==> config.mk <==
export PLATFORM = sky130hd
export DESIGN_NAME = keypad_entry_ctrl
export DESIGN_NICKNAME = d
export VERILOG_FILES = /design/src/rtl/keypad_entry_ctrl.sv
export SDC_FILE = /design/constraint.sdc
export NUM_CORES = 1
export LEC_CHECK = 0
export BUFFER_PORTS_ARGS = -buffer_cell sky130_fd_sc_hd__buf_4
export CORE_UTILIZATION = 50
export DETAILED_ROUTE_END_ITERATION = 7
export PLACE_DENSITY = 0.91
export SLEW_MARGIN = 20
export SYNTH_ARGS = -nofsm -noshare
export SYNTH_HDL_FRONTEND = slang
export SYNTH_SLANG_ARGS = --single-unit
==> constraint.sdc <==
create_clock -name clk -period 3.4 [get_ports clk]
set_input_delay 0 -clock clk [delete_from_list [all_inputs] [get_ports clk]]
set_output_delay 0 -clock clk [all_outputs]
set_load 0.005 [all_outputs]
==> src/rtl/keypad_entry_ctrl.sv <==
// keypad_entry_ctrl
// Turns debounced keypad events into strobes for an external digit shift
// register, captures two operands from it, and sequences one add.
//
// Ports
//   clk, reset       system clock, asynchronous active-high reset
//   key_valid        one-cycle key event; key_digit is the hex digit, and
//                    key_clr / key_enter / key_bksp qualify it as a command
//                    (priority clr > enter > bksp > digit)
//   sr_q             current contents of the external shift register
//   sr_trig          one-cycle shift strobe
//   sr_dir           0 = shift left (append), 1 = shift right (backspace)
//   sr_in            digit presented to the shift register
//   sr_reset_n       active-low clear to the shift register
//   op_a, op_b       committed operands
//   add_start        one-cycle add request; add_done is the adder's reply
//   digit_cnt        digits currently held in the shift register
//   state_o          current state encoding
//
// Handshake: key_valid and add_done are single-cycle pulses with no ready
// back-pressure; a pulse that arrives in a state that does not accept it is
// dropped. sr_trig and add_start are single-cycle pulses decoded from state.
module keypad_entry_ctrl #(
  parameter int DIGITS = 4,
  parameter int WIDTH  = 4,
  localparam int OPW   = DIGITS * WIDTH,
  localparam int CW    = $clog2(DIGITS + 1)
) (
  input  logic             clk,
  input  logic             reset,
  input  logic             key_valid,
  input  logic [WIDTH-1:0] key_digit,
  input  logic             key_clr,
  input  logic             key_bksp,
  input  logic             key_enter,
  input  logic [OPW-1:0]   sr_q,
  output logic             sr_trig,
  output logic             sr_dir,
  output logic [WIDTH-1:0] sr_in,
  output logic             sr_reset_n,
  output logic [OPW-1:0]   op_a,
  output logic [OPW-1:0]   op_b,
  output logic             add_start,
  input  logic             add_done,
  output logic [CW-1:0]    digit_cnt,
  output logic [2:0]       state_o
);

  localparam logic [2:0] S_ENTER_A = 3'd0;
  localparam logic [2:0] S_ENTER_B = 3'd1;
  localparam logic [2:0] S_SHIFT   = 3'd2;
  localparam logic [2:0] S_CLEAR   = 3'd3;
  localparam logic [2:0] S_START   = 3'd4;
  localparam logic [2:0] S_WAIT    = 3'd5;
  localparam logic [2:0] S_SHOW    = 3'd6;

  localparam logic [CW-1:0] FULL = CW'(DIGITS);

  logic [2:0]    state;
  logic [2:0]    ret_state;   // where SHIFT / CLEAR go next
  logic          pend_shift;  // SHOW digit: CLEAR is followed by a SHIFT
  logic          up;          // set on the first clock edge after reset
  logic [CW-1:0] cnt;

  always_ff @(posedge clk or posedge reset) begin
    if (reset) begin
      state      <= S_ENTER_A;
      ret_state  <= S_ENTER_A;
      pend_shift <= 1'b0;
      up         <= 1'b0;
      cnt        <= '0;
      op_a       <= '0;
      op_b       <= '0;
      sr_in      <= '0;
      sr_dir     <= 1'b0;
    end else begin
      up <= 1'b1;
      case (state)
        S_ENTER_A, S_ENTER_B, S_SHOW: begin
          if (key_valid) begin
            if (key_clr) begin
              state <= S_CLEAR;
              if (state == S_SHOW) begin
                ret_state <= S_ENTER_A;
                op_a      <= '0;
                op_b      <= '0;
              end else begin
                ret_state <= state;
              end
            end else if (key_enter) begin
              if (state == S_ENTER_A) begin
                op_a      <= sr_q;
                state     <= S_CLEAR;
                ret_state <= S_ENTER_B;
              end else if (state == S_ENTER_B) begin
                op_b      <= sr_q;
                state     <= S_CLEAR;
                ret_state <= S_START;
              end
            end else if (key_bksp) begin
              if (state != S_SHOW && cnt != '0) begin
                sr_in     <= '0;
                sr_dir    <= 1'b1;
                state     <= S_SHIFT;
                ret_state <= state;
              end
            end else if (state == S_SHOW) begin
              // A digit in SHOW clears everything and starts a fresh op_a.
              // sr_in/sr_dir are loaded now so they are settled through
              // CLEAR and the following SHIFT.
              op_a       <= '0;
              op_b       <= '0;
              sr_in      <= key_digit;
              sr_dir     <= 1'b0;
              pend_shift <= 1'b1;
              ret_state  <= S_ENTER_A;
              state      <= S_CLEAR;
            end else if (cnt < FULL) begin
              sr_in     <= key_digit;
              sr_dir    <= 1'b0;
              state     <= S_SHIFT;
              ret_state <= state;
            end
          end
        end
        S_SHIFT: begin
          state <= ret_state;
          if (sr_dir) cnt <= cnt - CW'(1);
          else        cnt <= cnt + CW'(1);
        end
        S_CLEAR: begin
          cnt <= '0;
          if (pend_shift) begin
            pend_shift <= 1'b0;
            state      <= S_SHIFT;
          end else begin
            state <= ret_state;
          end
        end
        S_START: state <= S_WAIT;
        S_WAIT:  if (add_done) state <= S_SHOW;
        default: state <= S_ENTER_A;
      endcase
    end
  end

  // Strobes are pure state decodes, so they vanish the instant reset hits.
  assign sr_trig    = (state == S_SHIFT);
  assign add_start  = (state == S_START);
  assign sr_reset_n = up && (state != S_CLEAR);
  assign digit_cnt  = cnt;
  assign state_o    = state;

endmodule

==> load_flow_metrics.sql, run 1 <==
INSERT INTO impl_metrics (metric_group, metric, value, unit) VALUES
('drt', 'detailroute.via_count', '1896', ''),
('drt', 'dr_iter_0_viols', '183', ''),
('sta', 'fin_worst_skew', '9.39', 'ps'),
('floorplanning', 'floorplan.die_area', '4470', 'µm²'),
('worst_setup_path', 'worst_r2r_path_depth', '5', ''),
('sta', 'finish_stage_setup_viols', '0', ''),
('sta', 'layout_setup_ws', '1070', 'ps'),
('floorplanning', 'core', '4030', 'µm²'),
('drt', 'route.detailed.wl_per_inst', '17.9', 'µm'),
('layout', 'antenna_cells_inserted', '0', ''),
('flow_run', 'drv.max_cap_violation_count', '0', ''),
('hold_path', 'holdPathStages', '2', ''),
('global_routing', 'top_usage_layer', 'met2', ''),
('drt', 'drc_violations_left', '0', ''),
('run_status', 'status', 'finished clean', ''),
('pwr', 'p_leak', '1.52', 'nW'),
('hold_path', 'timing.hold.worst.class', 'input port to flop', ''),
('global_routing', 'grt_max_degree', '49', ''),
('global_routing', 'gr-usage-met2', '0.414', ''),
('placed_design', 'pre_cts_slack', '1190', 'ps'),
('pwr', 'finalPower', '2.55', 'mW'),
('floorplanning', 'pin_count', '73', ''),
('logic_synthesis', 'mappedNetlistNets', '211', ''),
('drt', 'detail_route.wirelength', '5.77', 'mm'),
('global_routing', 'groute.usage.overall', '0.267', ''),
('global_routing', 'antenna_found_initial', '0', ''),
('worst_setup_path', 'cpMaxStageDelayCell', 'sky130_fd_sc_hd__dfrtp_1', ''),
('floorplanning', 'initial_core_util', '0.522', ''),
('logic_synthesis', 'syn_inst', '183', ''),
('logic_synthesis', 'synth_xor_xnor_area_share', '0.00416', ''),
('pwr', 'power_frac_comb', '0.408', ''),
('drt', 'viasPerCell', '5.87', ''),
('placed_design', 'gpl.final_weighted_congestion', '0.918', ''),
('worst_setup_path', 'critical_path.max_fanout', '24', ''),
('logic_synthesis', 'syn_area_per_cell', '11.5', 'µm²'),
('clocking', 'clk_path_buf_depth', '2', ''),
('logic_synthesis', 'compound_gate_portion_of_the_synthesized_area', '0.234', ''),
('sta', 'tns', '0', 'ps'),
('sta', 'tightest_slew', '1050', 'ps'),
('pwr', 'pwr-share-clk', '0.167', ''),
('sta', 'final_min_period_over_clock_period', '0.684', ''),
('layout', 'fin_nets', '300', ''),
('pwr', 'total_switching_power', '0.873', 'mW'),
('logic_synthesis', 'muxShareOfSynthArea', '0.0161', ''),
('sta', 'achievable-frequency', '0.430', 'GHz'),
('global_routing', 'grt_pass1_vias', '1749', ''),
('logic_synthesis', 'ys_warn_count', '0', ''),
('sta', 'grt_setup_unrepaired', 'false', ''),
('floorplanning', 'die_span_in_x', '66.9', 'µm'),
('layout', 'area.growth.synth_to_final', '41.9', '%'),
('logic_synthesis', 'synth-edff-count', '0', ''),
('global_routing', 'grt_overflow_total', '0', ''),
('sta', 'maxSlewHeadroom', '0.298', ''),
('clocking', 'tritoncts.num_buffers', '5', ''),
('worst_setup_path', 'critPathKind', 'flop to flop', ''),
('worst_setup_path', 'critical_path.startpoint_type', 'flop', ''),
('global_routing', 'grt_pass1_wl', '8.76', 'mm'),
('placed_design', 'placedCellCount', '294', ''),
('placed_design', 'port_buffers', '72', ''),
('clocking', 'tritoncts', 'done', ''),
('pwr', 'power_density', '853', 'nW/µm²'),
('logic_synthesis', 'post_synth_instance_area', '2100', 'µm²'),
('logic_synthesis', 'synth_async_sr_flop_share', '1.00', ''),
('pwr', 'switching_share', '0.343', ''),
('global_routing', 'met1_usage', '0.363', ''),
('floorplanning', 'placement_rows', '23', ''),
('worst_setup_path', 'timing.critical_path.slowest_cell_delay', '620', 'ps'),
('clocking', 'clock-root-buffer', 'sky130_fd_sc_hd__clkbuf_8', ''),
('logic_synthesis', 'yosysSeqAreaShare', '0.571', ''),
('global_routing', 'globalRouteMet3Util', '0.0565', ''),
('worst_setup_path', 'critical_path.endpoint_type', 'flop', '');
==> power by group through the flow <==
stage,clock network [mW],registers (mW),logic [mW]
after floorplan,0,1.02,0.507
after global placement,0,1.07,0.956
after detailed placement,0,1.08,0.999
after CTS,0.422,1.07,1.02
after global routing,0.452,1.11,1.13
final,0.425,1.08,1.04
==> metal layers <==
metal  routed length [µm]  share of wire
met5                    0              0
met2                 2880           0.50
met1                 2440           0.42
met4                  139          0.024
met3                  320          0.055
==> cell usage after synthesis, types with 2 or more instances <==
| cell type | n | area (µm²) |
|---|---|---|
| sky130_fd_sc_hd__a21o_1 | 4 | 30.0 |
| sky130_fd_sc_hd__inv_1 | 2 | 7.51 |
| sky130_fd_sc_hd__dfrtp_1 | 48 | 1200 |
| sky130_fd_sc_hd__clkbuf_1 | 6 | 22.5 |
| sky130_fd_sc_hd__nand3b_1 | 7 | 52.6 |
| sky130_fd_sc_hd__a211oi_1 | 2 | 15.0 |
| sky130_fd_sc_hd__nor2b_1 | 2 | 12.5 |
| sky130_fd_sc_hd__o21ai_1 | 2 | 10.0 |
| sky130_fd_sc_hd__a22o_1 | 32 | 280 |
| sky130_fd_sc_hd__nand2b_1 | 4 | 25.0 |
| sky130_fd_sc_hd__nand2_1 | 17 | 63.8 |
| sky130_fd_sc_hd__a21oi_1 | 4 | 20.0 |
| sky130_fd_sc_hd__nor3_1 | 3 | 15.0 |
| sky130_fd_sc_hd__nor2_1 | 9 | 33.8 |
| sky130_fd_sc_hd__and3_1 | 2 | 12.5 |
| sky130_fd_sc_hd__buf_2 | 5 | 25.0 |
| sky130_fd_sc_hd__o21ai_0 | 9 | 45.0 |
| sky130_fd_sc_hd__mux2_2 | 3 | 33.8 |
==> layout by cell type (no fill, tap or decap), drive strengths merged, types with 5 or more instances in the layout <==
cell type	n
clkbuf	5
dfrtp	48
a22o	32
buf	72
o21ai	11
nor2	9
nand3b	7
nand2	17
dlygate4sd3	21
==> registers in the layout (all words and copies together) (netlist names) <==
name and cells:
op_b 16, op_a 16, digit_cnt 3, pend_shift 1
state_o 3, ret_state 3, sr_dir 1, up 1
sr_in 4
==> logic make-up (layout without fill, tap and decap cells) <==
group           Yosys count  after routing
flops                    48             48
mux                       3              3
fa+ha+maj                 1              1
compound gates           63             63
other cells               1              1
xor+xnor                  1              1
simple gates             53             53
buf+inv                  13            103
==> worst max-delay path, delay by kind of cell (launching register included) <==
| kind | cells | cell delay [ps] |
|---|---|---|
| simple gates | 3 | 1080 |
| compound gates | 2 | 530 |
| flops | 1 | 620 |
==> final cells by class <==
class                      count  area (µm²)
fill                         279        1040
tap                           50        62.6
inverter                       2        7.51
clock inverter                 3        46.3
timing repair buffer          93         751
sequential                    48        1200
clock buffer                   5        68.8
multi-input combinational    122         848
==> what timing repair did <==
action / in CTS / in global routing
resized for setup: 0 / 0
setup buffers: 0 / 0
hold endpoints to repair: 84 / 0
hold buffers: 21 / 0
==> stage by stage <==
step                 util  hold slack (ps)  instance area (µm²)
global placement    0.660              233                 2660
detailed placement  0.660              239                 2660
finish              0.741             6.45                 2990
global route        0.741             14.5                 2990
floorplan               -              140                 2100
CTS                 0.741             1.85                 2990
==> path summary, 6_finish.rpt <==
| check | startpoint | to | slack (ps) |
|---|---|---|---|
| setup / recovery | state_o[0] | op_b[9] | 1070 |
| hold / removal | key_bksp | sr_dir | 6 |
| setup reg to reg | state_o[0] | op_b[9] | 1070 |
| hold reg to reg | ret_state[2] | ret_state[2] | 500 |
| max in group asynchronous | reset | state_o[2] | 2340 |
| min in group asynchronous | reset | op_a[2] | 460 |
Note: power is estimated with default switching activity, not from simulation.
==> run 2, diff against run 1 <==
--- a/config.mk
+++ b/config.mk
@@ -5,10 +5,11 @@
 export SDC_FILE = /design/constraint.sdc
 export NUM_CORES = 1
 export LEC_CHECK = 0
+export ABC_AREA = 1
 export BUFFER_PORTS_ARGS = -buffer_cell sky130_fd_sc_hd__buf_4
 export CORE_UTILIZATION = 50
 export DETAILED_ROUTE_END_ITERATION = 7
-export PLACE_DENSITY = 0.91
+export PLACE_DENSITY = 0.89
 export SLEW_MARGIN = 20
 export SYNTH_ARGS = -nofsm -noshare
 export SYNTH_HDL_FRONTEND = slang
==> constraint.sdc (replaced) <==
create_clock -name clk -period 2.2 [get_ports clk]
set_input_delay 0 -clock clk [delete_from_list [all_inputs] [get_ports clk]]
set_output_delay 0 -clock clk [all_outputs]
set_load 0.005 [all_outputs]
==> run 2 against run 1 <==
  * Die area rose by 10%
  * Hold slack improved by 20 ps
  * Total power rose by 53%
  * Maximum frequency rose by 27%
  * Global-route usage fell by 0.68 points
  * Flip-flop and latch count did not move
  * First-iteration DRC count rose by 6.0%
==> load_flow_metrics.sql, run 2 <==
INSERT INTO impl_metrics (metric_group, metric, value, unit) VALUES
('drt', 'detail_route.wirelength', '6.11', 'mm'),
('worst_setup_path', 'arrival_time_at_the_worst_endpoint', '2000', 'ps'),
('drt', 'ant_nets', '0', ''),
('layout', 'antenna_cells_inserted', '0', ''),
('worst_setup_path', 'critical_path.startpoint_type', 'flop', ''),
('floorplanning', 'die_span_in_x', '70.2', 'µm'),
('clocking', 'clk-insertion-delay-late', '300', 'ps'),
('layout', 'commonest_cells_after_routing_fill_and_taps_aside', 'sky130_fd_sc_hd__nand2_1 (107), sky130_fd_sc_hd__buf_4 (73), sky130_fd_sc_hd__dfrtp_1 (48)', ''),
('hold_path', 'whs_endpoint', 'sr_in[0]', ''),
('layout', 'fillerInstances', '330', ''),
('logic_synthesis', 'synth-edff-count', '0', ''),
('clocking', 'clock_sink_count', '48', ''),
('logic_synthesis', 'synth_top_cells_by_area', 'sky130_fd_sc_hd__dfrtp_1 (52%), sky130_fd_sc_hd__nand2_1 (17%), sky130_fd_sc_hd__nand3_1 (7.1%)', ''),
('sta', 'tightest_slew', '820', 'ps'),
('clocking', 'clk_pin_slew_worst_paths', '90', 'ps'),
('clocking', 'post_cts_hold_buffer_count', '19', ''),
('pwr', 'p_leak', '1.70', 'nW'),
('layout', 'largestRegisters', 'op_a x16, op_b x16, sr_in x4', ''),
('logic_synthesis', 'yosysSeqAreaShare', '0.516', ''),
('logic_synthesis', 'syn_area_per_cell', '8.22', 'µm²'),
('logic_synthesis', 'postSynthRegisterBits', '48', ''),
('sta', 'final_hold_viol_count', '0', ''),
('run_status', 'status', 'finished clean', ''),
('pwr', 'sequential_share_of_power', '0.409', ''),
('clocking', 'cts_post_setup_buffers_inserted', '0', ''),
('layout', 'multiInputGateArea', '1000', 'µm²'),
('drt', 'detailroute.via_count', '2313', ''),
('placed_design', 'gpl.final_weighted_congestion', '0.953', ''),
('layout', 'final_common_cell', 'sky130_fd_sc_hd__nand2_1', ''),
('logic_synthesis', 'yosys-top-cells-count', 'sky130_fd_sc_hd__nand2_1 (107), sky130_fd_sc_hd__dfrtp_1 (48), sky130_fd_sc_hd__nand3_1 (33)', ''),
('drt', 'drc_violations_left', '0', ''),
('global_routing', 'groute.usage.overall', '0.260', ''),
('clocking', 'clock-root-buffer', 'sky130_fd_sc_hd__clkbuf_8', ''),
('worst_setup_path', 'setup.reg_to_reg.worst_slack', '360', 'ps'),
('drt', 'first_pass_iters', '4', ''),
('drt', 'dr_iter_0_viols', '194', ''),
('clocking', 'tritoncts', 'done', ''),
('pwr', 'switching_share', '0.396', ''),
('placed_design', 'dp.final_hpwl', '4.03', 'mm'),
('sta', 'final_period_minus_worst_setup_slack', '1840', 'ps'),
('global_routing', 'grt_overflow_total', '0', ''),
('clocking', 'cts.repair.resized', '0', ''),
('floorplanning', 'die_height', '70.2', 'µm'),
('pwr', 'power_density', '1230', 'nW/µm²'),
('sta', 'final_min_period_over_clock_period', '0.836', ''),
('worst_setup_path', 'worst_r2r_path_depth', '6', ''),
('layout', 'instances_no_fill', '426', ''),
('global_routing', 'antenna_found_initial', '0', ''),
('logic_synthesis', 'yosysTopAreaCellShare', '0.516', ''),
('placed_design', 'port_buffers', '72', ''),
('logic_synthesis', 'netlist-cell-type-count', '30', ''),
('layout', 'area.growth.synth_to_final', '36.3', '%'),
('layout', 'sequential_cell_area', '1200', 'µm²'),
('layout', 'fin_nets', '402', ''),
('sta', 'finish_stage_setup_viols', '0', ''),
('sta', 'layout_setup_ws', '361', 'ps'),
('logic_synthesis', 'synth_top_flop_cell', 'sky130_fd_sc_hd__dfrtp_1', ''),
('sta', 'grt_setup_unrepaired', 'false', ''),
('sta', 'fin_worst_skew', '6.51', 'ps'),
('pwr', 'total_switching_power', '1.54', 'mW'),
('logic_synthesis', 'synth.most_common_cell', 'sky130_fd_sc_hd__nand2_1', ''),
('clocking', 'cts-htree-levels', '2', ''),
('pwr', 'p_int', '2.35', 'mW'),
('placed_design', 'placedCellCount', '400', ''),
('logic_synthesis', 'synth_async_sr_flop_share', '1.00', ''),
('logic_synthesis', 'syn_inst', '283', ''),
('floorplanning', 'placement_rows', '24', ''),
('drt', 'viasPerCell', '5.43', ''),
('global_routing', 'grt_pass1_vias', '2174', ''),
('layout', 'post_route_cells_drive_above_1_share', '0.257', ''),
('sta', 'achievable-frequency', '0.544', 'GHz'),
('logic_synthesis', 'post_synth_instance_area', '2330', 'µm²'),
('sta', 'tns', '0', 'ps'),
('worst_setup_path', 'critical_path.endpoint_type', 'flop', ''),
('sta', 'maxSlewHeadroom', '0.452', ''),
('pwr', 'power_frac_comb', '0.461', ''),
('worst_setup_path', 'critical_path.max_fanout', '16', ''),
('placed_design', 'pre_cts_slack', '436', 'ps'),
('clocking', 'tritoncts.num_buffers', '5', ''),
('hold_path', 'min-delay-start', 'key_digit[0]', ''),
('flow_run', 'drv.max_cap_violation_count', '0', ''),
('worst_setup_path', 'timing.critical_path.required', '2360', 'ps'),
('floorplanning', 'floorplan.die_area', '4930', 'µm²'),
('floorplanning', 'pin_count', '73', ''),
('logic_synthesis', 'ys_warn_count', '0', ''),
('worst_setup_path', 'critPathKind', 'flop to flop', ''),
('global_routing', 'grt_max_degree', '49', ''),
('clocking', 'clk_path_buf_depth', '2', ''),
('hold_path', 'holdPathStages', '4', ''),
('logic_synthesis', 'mappedNetlistNets', '311', ''),
('sta', 'maxSlewViolCount', '0', ''),
('drt', 'route.detailed.wl_per_inst', '14.3', 'µm'),
('pwr', 'pwr-share-clk', '0.129', ''),
('global_routing', 'grt_pass1_wl', '10.1', 'mm'),
('worst_setup_path', 'r2r_end', 'op_b[2]', ''),
('floorplanning', 'core', '4410', 'µm²'),
('logic_synthesis', 'yosysTopAreaCell', 'sky130_fd_sc_hd__dfrtp_1', ''),
('worst_setup_path', 'worstReg2RegStart', 'state_o[0]', ''),
('pwr', 'vdd.ir_drop.worst', '0.657', 'mV'),
('hold_path', 'timing.hold.worst.class', 'input port to flop', ''),
('floorplanning', 'initial_core_util', '0.527', '');
==> run 2: cell types whose count changed in the layout (fill, tap and decap cells not counted), sizes merged, moves of 4 or more <==
cell | before | now
nor2 | 9 | 17
a21o | 4 | 0
nand3 | 1 | 37
a22o | 32 | 0
nand2b | 4 | 0
inv | 3 | 21
nand2 | 17 | 110
o21ai | 11 | 26
==> run 2: cell families (layout without fill, tap and decap cells) <==
logic type	count (synthesis)	in the layout	synth area share
and+or+nand+nor	171	171	0.342
DFF	48	48	0.516
AOI/OAI and AO/OA	30	30	0.0694
buffers and inverters	30	121	0.0549
xor gates and xnor gates	2	2	0.00753
adders and majority gates	1	1	0.00861
other	1	1	0.00161
==> run 2: per-stage QoR <==
step                      utilization  instance area (µm²)  total power, mW  hold slack, ps
after detailed placement        0.656                 2900             3.33             246
after floorplan                     -                 2330             2.47             136
final                           0.718                 3170             3.88            26.4
after CTS                       0.718                 3170             3.86            24.7
after global routing            0.718                 3170             4.15            51.7
after global placement          0.656                 2900             3.26             240
==> run 2: critical path, cell delays in order, from the launching register on <==
cell	delay, ps
sky130_fd_sc_hd__dfrtp_1	510
sky130_fd_sc_hd__nor2_4	170
sky130_fd_sc_hd__nand2_1	120
sky130_fd_sc_hd__nand3_4	160
sky130_fd_sc_hd__nand4_2	390
sky130_fd_sc_hd__nand2_1	200
sky130_fd_sc_hd__o21ai_0	130
==> run 2: worst max-delay path by stage <==
stage | start | end | cells past startpoint
6_report | state_o[0] | op_b[2] | 6
5_1_grt | state_o[0] | op_b[2] | 6
4_1_cts | state_o[0] | op_a[15] | 8
3_5_place_dp | state_o[0] | op_a[15] | 8
3_3_place_gp | state_o[0] | op_a[0] | 8
2_1_floorplan | state_o[0] | op_a[0] | 10
==> run 2: layer usage <==
layer	wire length (µm)	vias up	global-route usage
met4	157	0	0.104
met1	2480	1094	0.331
li1	-	1089	-
met3	441	16	0.0548
met2	3040	114	0.435
met5	0	-	0
==> run 2: power by group through the flow <==
stage               registers (mW)  logic (mW)  clock network (mW)
floorplan                     1.55       0.918                   0
detailed placement            1.59        1.74                   0
finish                        1.59        1.79               0.503
CTS                           1.57        1.77               0.516
global placement              1.58        1.69                   0
global route                  1.64        1.97               0.546
==> run 2: layout make-up <==
type,count,area share
clock buffers,5,0.0217
clock inverters,2,0.00395
inverters,22,0.0265
multi-input cells,205,0.315
flip-flops and latches,48,0.379
well taps,52,0.0205
repair buffers,92,0.233
==> run 3, diff against run 2 <==
--- a/config.mk
+++ b/config.mk
@@ -7,9 +7,9 @@
 export LEC_CHECK = 0
 export ABC_AREA = 1
 export BUFFER_PORTS_ARGS = -buffer_cell sky130_fd_sc_hd__buf_4
-export CORE_UTILIZATION = 50
+export CORE_UTILIZATION = 46
 export DETAILED_ROUTE_END_ITERATION = 7
-export PLACE_DENSITY = 0.89
+export PLACE_DENSITY = 0.87
 export SLEW_MARGIN = 20
 export SYNTH_ARGS = -nofsm -noshare
 export SYNTH_HDL_FRONTEND = slang
==> constraint.sdc (replaced) <==
create_clock -name clk -period 1.6 [get_ports clk]
set_input_delay 0 -clock clk [delete_from_list [all_inputs] [get_ports clk]]
set_output_delay 0 -clock clk [all_outputs]
set_load 0.005 [all_outputs]
==> run 3 against run 2 <==
  * Via count rose by 1.8%
  * Sequential share of layout area fell by 1.7 points
  * Highest routed layer unchanged
  * Die area rose by 8.4%
  * Non-clock buffer count rose by 8
  * Flip-flop and latch count did not move
  * Setup slack got worse by 340 ps
  * Clock skew barely moved
  * Critical endpoint is now ret_state[2]
==> load_flow_metrics.sql, run 3 (same netlist as run 2, synthesis figures left out) <==
INSERT INTO impl_metrics (metric_group, metric, value, unit) VALUES
('layout', 'post_route_cells_drive_above_1_share', '0.298', ''),
('drt', 'route.detailed.wl_per_inst', '14.5', 'µm'),
('placed_design', 'port_buffers', '72', ''),
('global_routing', 'grt_pass1_vias', '2286', ''),
('pwr', 'vdd.ir_drop.worst', '0.971', 'mV'),
('clocking', 'tritoncts', 'done', ''),
('run_status', 'status', 'finished clean', ''),
('sta', 'final_min_period_over_clock_period', '0.988', ''),
('layout', 'area.growth.synth_to_final', '43.1', '%'),
('clocking', 'cts-htree-levels', '2', ''),
('drt', 'viasPerCell', '5.23', ''),
('clocking', 'tritoncts.num_buffers', '5', ''),
('global_routing', 'top_usage_layer', 'met2', ''),
('clocking', 'clock-root-buffer', 'sky130_fd_sc_hd__clkbuf_8', ''),
('floorplanning', 'floorplan.die_area', '5350', 'µm²'),
('global_routing', 'groute.usage.overall', '0.248', ''),
('pwr', 'p_leak', '1.75', 'nW'),
('clocking', 'clk_path_buf_depth', '2', ''),
('drt', 'dr_iter_0_viols', '175', ''),
('clocking', 'clock_sink_count', '48', ''),
('sta', 'finish_stage_setup_viols', '0', ''),
('drt', 'ant_nets', '0', ''),
('sta', 'final_hold_viol_count', '0', ''),
('worst_setup_path', 'timing.critical_path.required', '1840', 'ps'),
('global_routing', 'grt_pass1_wl', '10.2', 'mm'),
('layout', 'largestRegisters', 'op_a x16, op_b x16, sr_in x4', ''),
('layout', 'antenna_cells_inserted', '0', ''),
('placed_design', 'dp.final_hpwl', '4.22', 'mm'),
('clocking', 'clk_pin_slew_worst_paths', '90', 'ps'),
('worst_setup_path', 'critPathKind', 'flop to flop', ''),
('sta', 'achievable-frequency', '0.633', 'GHz'),
('floorplanning', 'die_span_in_x', '73.1', 'µm'),
('placed_design', 'gpl.final_weighted_congestion', '0.939', ''),
('worst_setup_path', 'critical_path.max_fanout', '7', ''),
('floorplanning', 'placement_rows', '25', ''),
('floorplanning', 'core', '4790', 'µm²'),
('global_routing', 'grt_max_degree', '49', ''),
('hold_path', 'timing.hold.worst.class', 'input port to flop', ''),
('drt', 'detail_route.wirelength', '6.51', 'mm'),
('drt', 'first_pass_iters', '6', ''),
('worst_setup_path', 'critical_path.startpoint_type', 'flop', ''),
('sta', 'fin_worst_skew', '6.56', 'ps'),
('layout', 'final_common_cell', 'sky130_fd_sc_hd__nand2_1', ''),
('layout', 'utilization', '0.696', ''),
('global_routing', 'gr-usage-met2', '0.436', ''),
('global_routing', 'grt_overflow_total', '0', ''),
('global_routing', 'met1_usage', '0.313', ''),
('floorplanning', 'pin_count', '73', ''),
('global_routing', 'globalRouteMet3Util', '0.0387', ''),
('layout', 'fin_nets', '410', ''),
('drt', 'detailroute.via_count', '2354', ''),
('pwr', 'power_density', '1710', 'nW/µm²'),
('flow_run', 'drv.max_cap_violation_count', '0', ''),
('drt', 'drc_violations_left', '0', ''),
('layout', 'commonest_cells_after_routing_fill_and_taps_aside', 'sky130_fd_sc_hd__nand2_1 (105), sky130_fd_sc_hd__buf_4 (80), sky130_fd_sc_hd__dfrtp_1 (45)', ''),
('worst_setup_path', 'critical_path.endpoint_type', 'flop', ''),
('layout', 'final_instance_area', '3330', 'µm²'),
('worst_setup_path', 'arrival_time_at_the_worst_endpoint', '1820', 'ps'),
('layout', 'fillerInstances', '367', ''),
('clocking', 'clk-insertion-delay-late', '300', 'ps'),
('placed_design', 'dpl-instance-area', '2990', 'µm²'),
('worst_setup_path', 'worst_r2r_path_depth', '7', ''),
('global_routing', 'antenna_found_initial', '0', ''),
('sta', 'final_period_minus_worst_setup_slack', '1580', 'ps'),
('floorplanning', 'initial_core_util', '0.486', ''),
('hold_path', 'holdPathStages', '3', ''),
('floorplanning', 'die_height', '73.1', 'µm'),
('sta', 'maxSlewViolCount', '0', '');
-- run 3: path summary, 6_finish.rpt --
check / from / to / slack, ps
worst max register to register: state_o[1] / ret_state[2] / 20
worst min-delay path: key_valid / pend_shift / 20
max in group asynchronous: reset / state_o[1] / 1070
min in group asynchronous: reset / op_b[10] / 300
worst min register to register: op_a[14] / op_a[14] / 480
worst max-delay path: state_o[1] / ret_state[2] / 20
-- run 3: per-layer routing --
metal,vias up,wire length (µm)
met4,0,147
met5,-,0
li1,1104,-
met1,1126,2660
met2,102,3330
met3,22,373
-- run 3: repair_timing --
| item | CTS | global route |
|---|---|---|
| hold buffers | 18 | 0 |
| setup buffers | 0 | 3 |
| hold endpoints to repair | 81 | 0 |
| gates resized for setup | 0 | 14 |
| endpoints found under the setup margin | 0 | 42 |
-- run 3: report_power, final --
| part | internal, mW | switching, mW | total (mW) | leakage (nW) |
|---|---|---|---|---|
| Clock | 0.354 | 0.413 | 0.767 | 0.0516 |
| Combinational | 1.34 | 1.42 | 2.76 | 1.09 |
| Sequential | 1.75 | 0.419 | 2.17 | 0.606 |
-- run 3: layout make-up --
class | instances | area (µm²) | area share
flip-flops and latches | 48 | 1200 | 0.362
well taps | 67 | 83.8 | 0.0252
repair buffers | 100 | 821 | 0.247
multi-input cells | 205 | 1040 | 0.312
clock inverters | 2 | 13.8 | 0.00413
clock buffers | 6 | 82.6 | 0.0248
inverters | 22 | 85.1 | 0.0256
-- run 3: worst max-delay path, cell delays in order (launching register included) --
cell and delay [ps]:
sky130_fd_sc_hd__dfrtp_2 490, sky130_fd_sc_hd__nand3_4 170, sky130_fd_sc_hd__nand2_1 130, sky130_fd_sc_hd__nand2_1 130, sky130_fd_sc_hd__nand3_1 120, sky130_fd_sc_hd__nor2_1 260
sky130_fd_sc_hd__nand2_1 120, sky130_fd_sc_hd__nand2_1 100
-- run 3: per-stage QoR --
stage               std cells  setup slack (ps)  TNS (ps)  hold slack [ps]  power (mW)
floorplan                 283              46.1         0              136        3.40
global placement          421               150         0             65.7        4.57
detailed placement        421              65.5         0             72.8        4.67
CTS                       447              43.7         0             24.0        5.48
global route              450             -30.7     -44.9             58.6        6.13
finish                    450              19.1         0             18.8        5.70
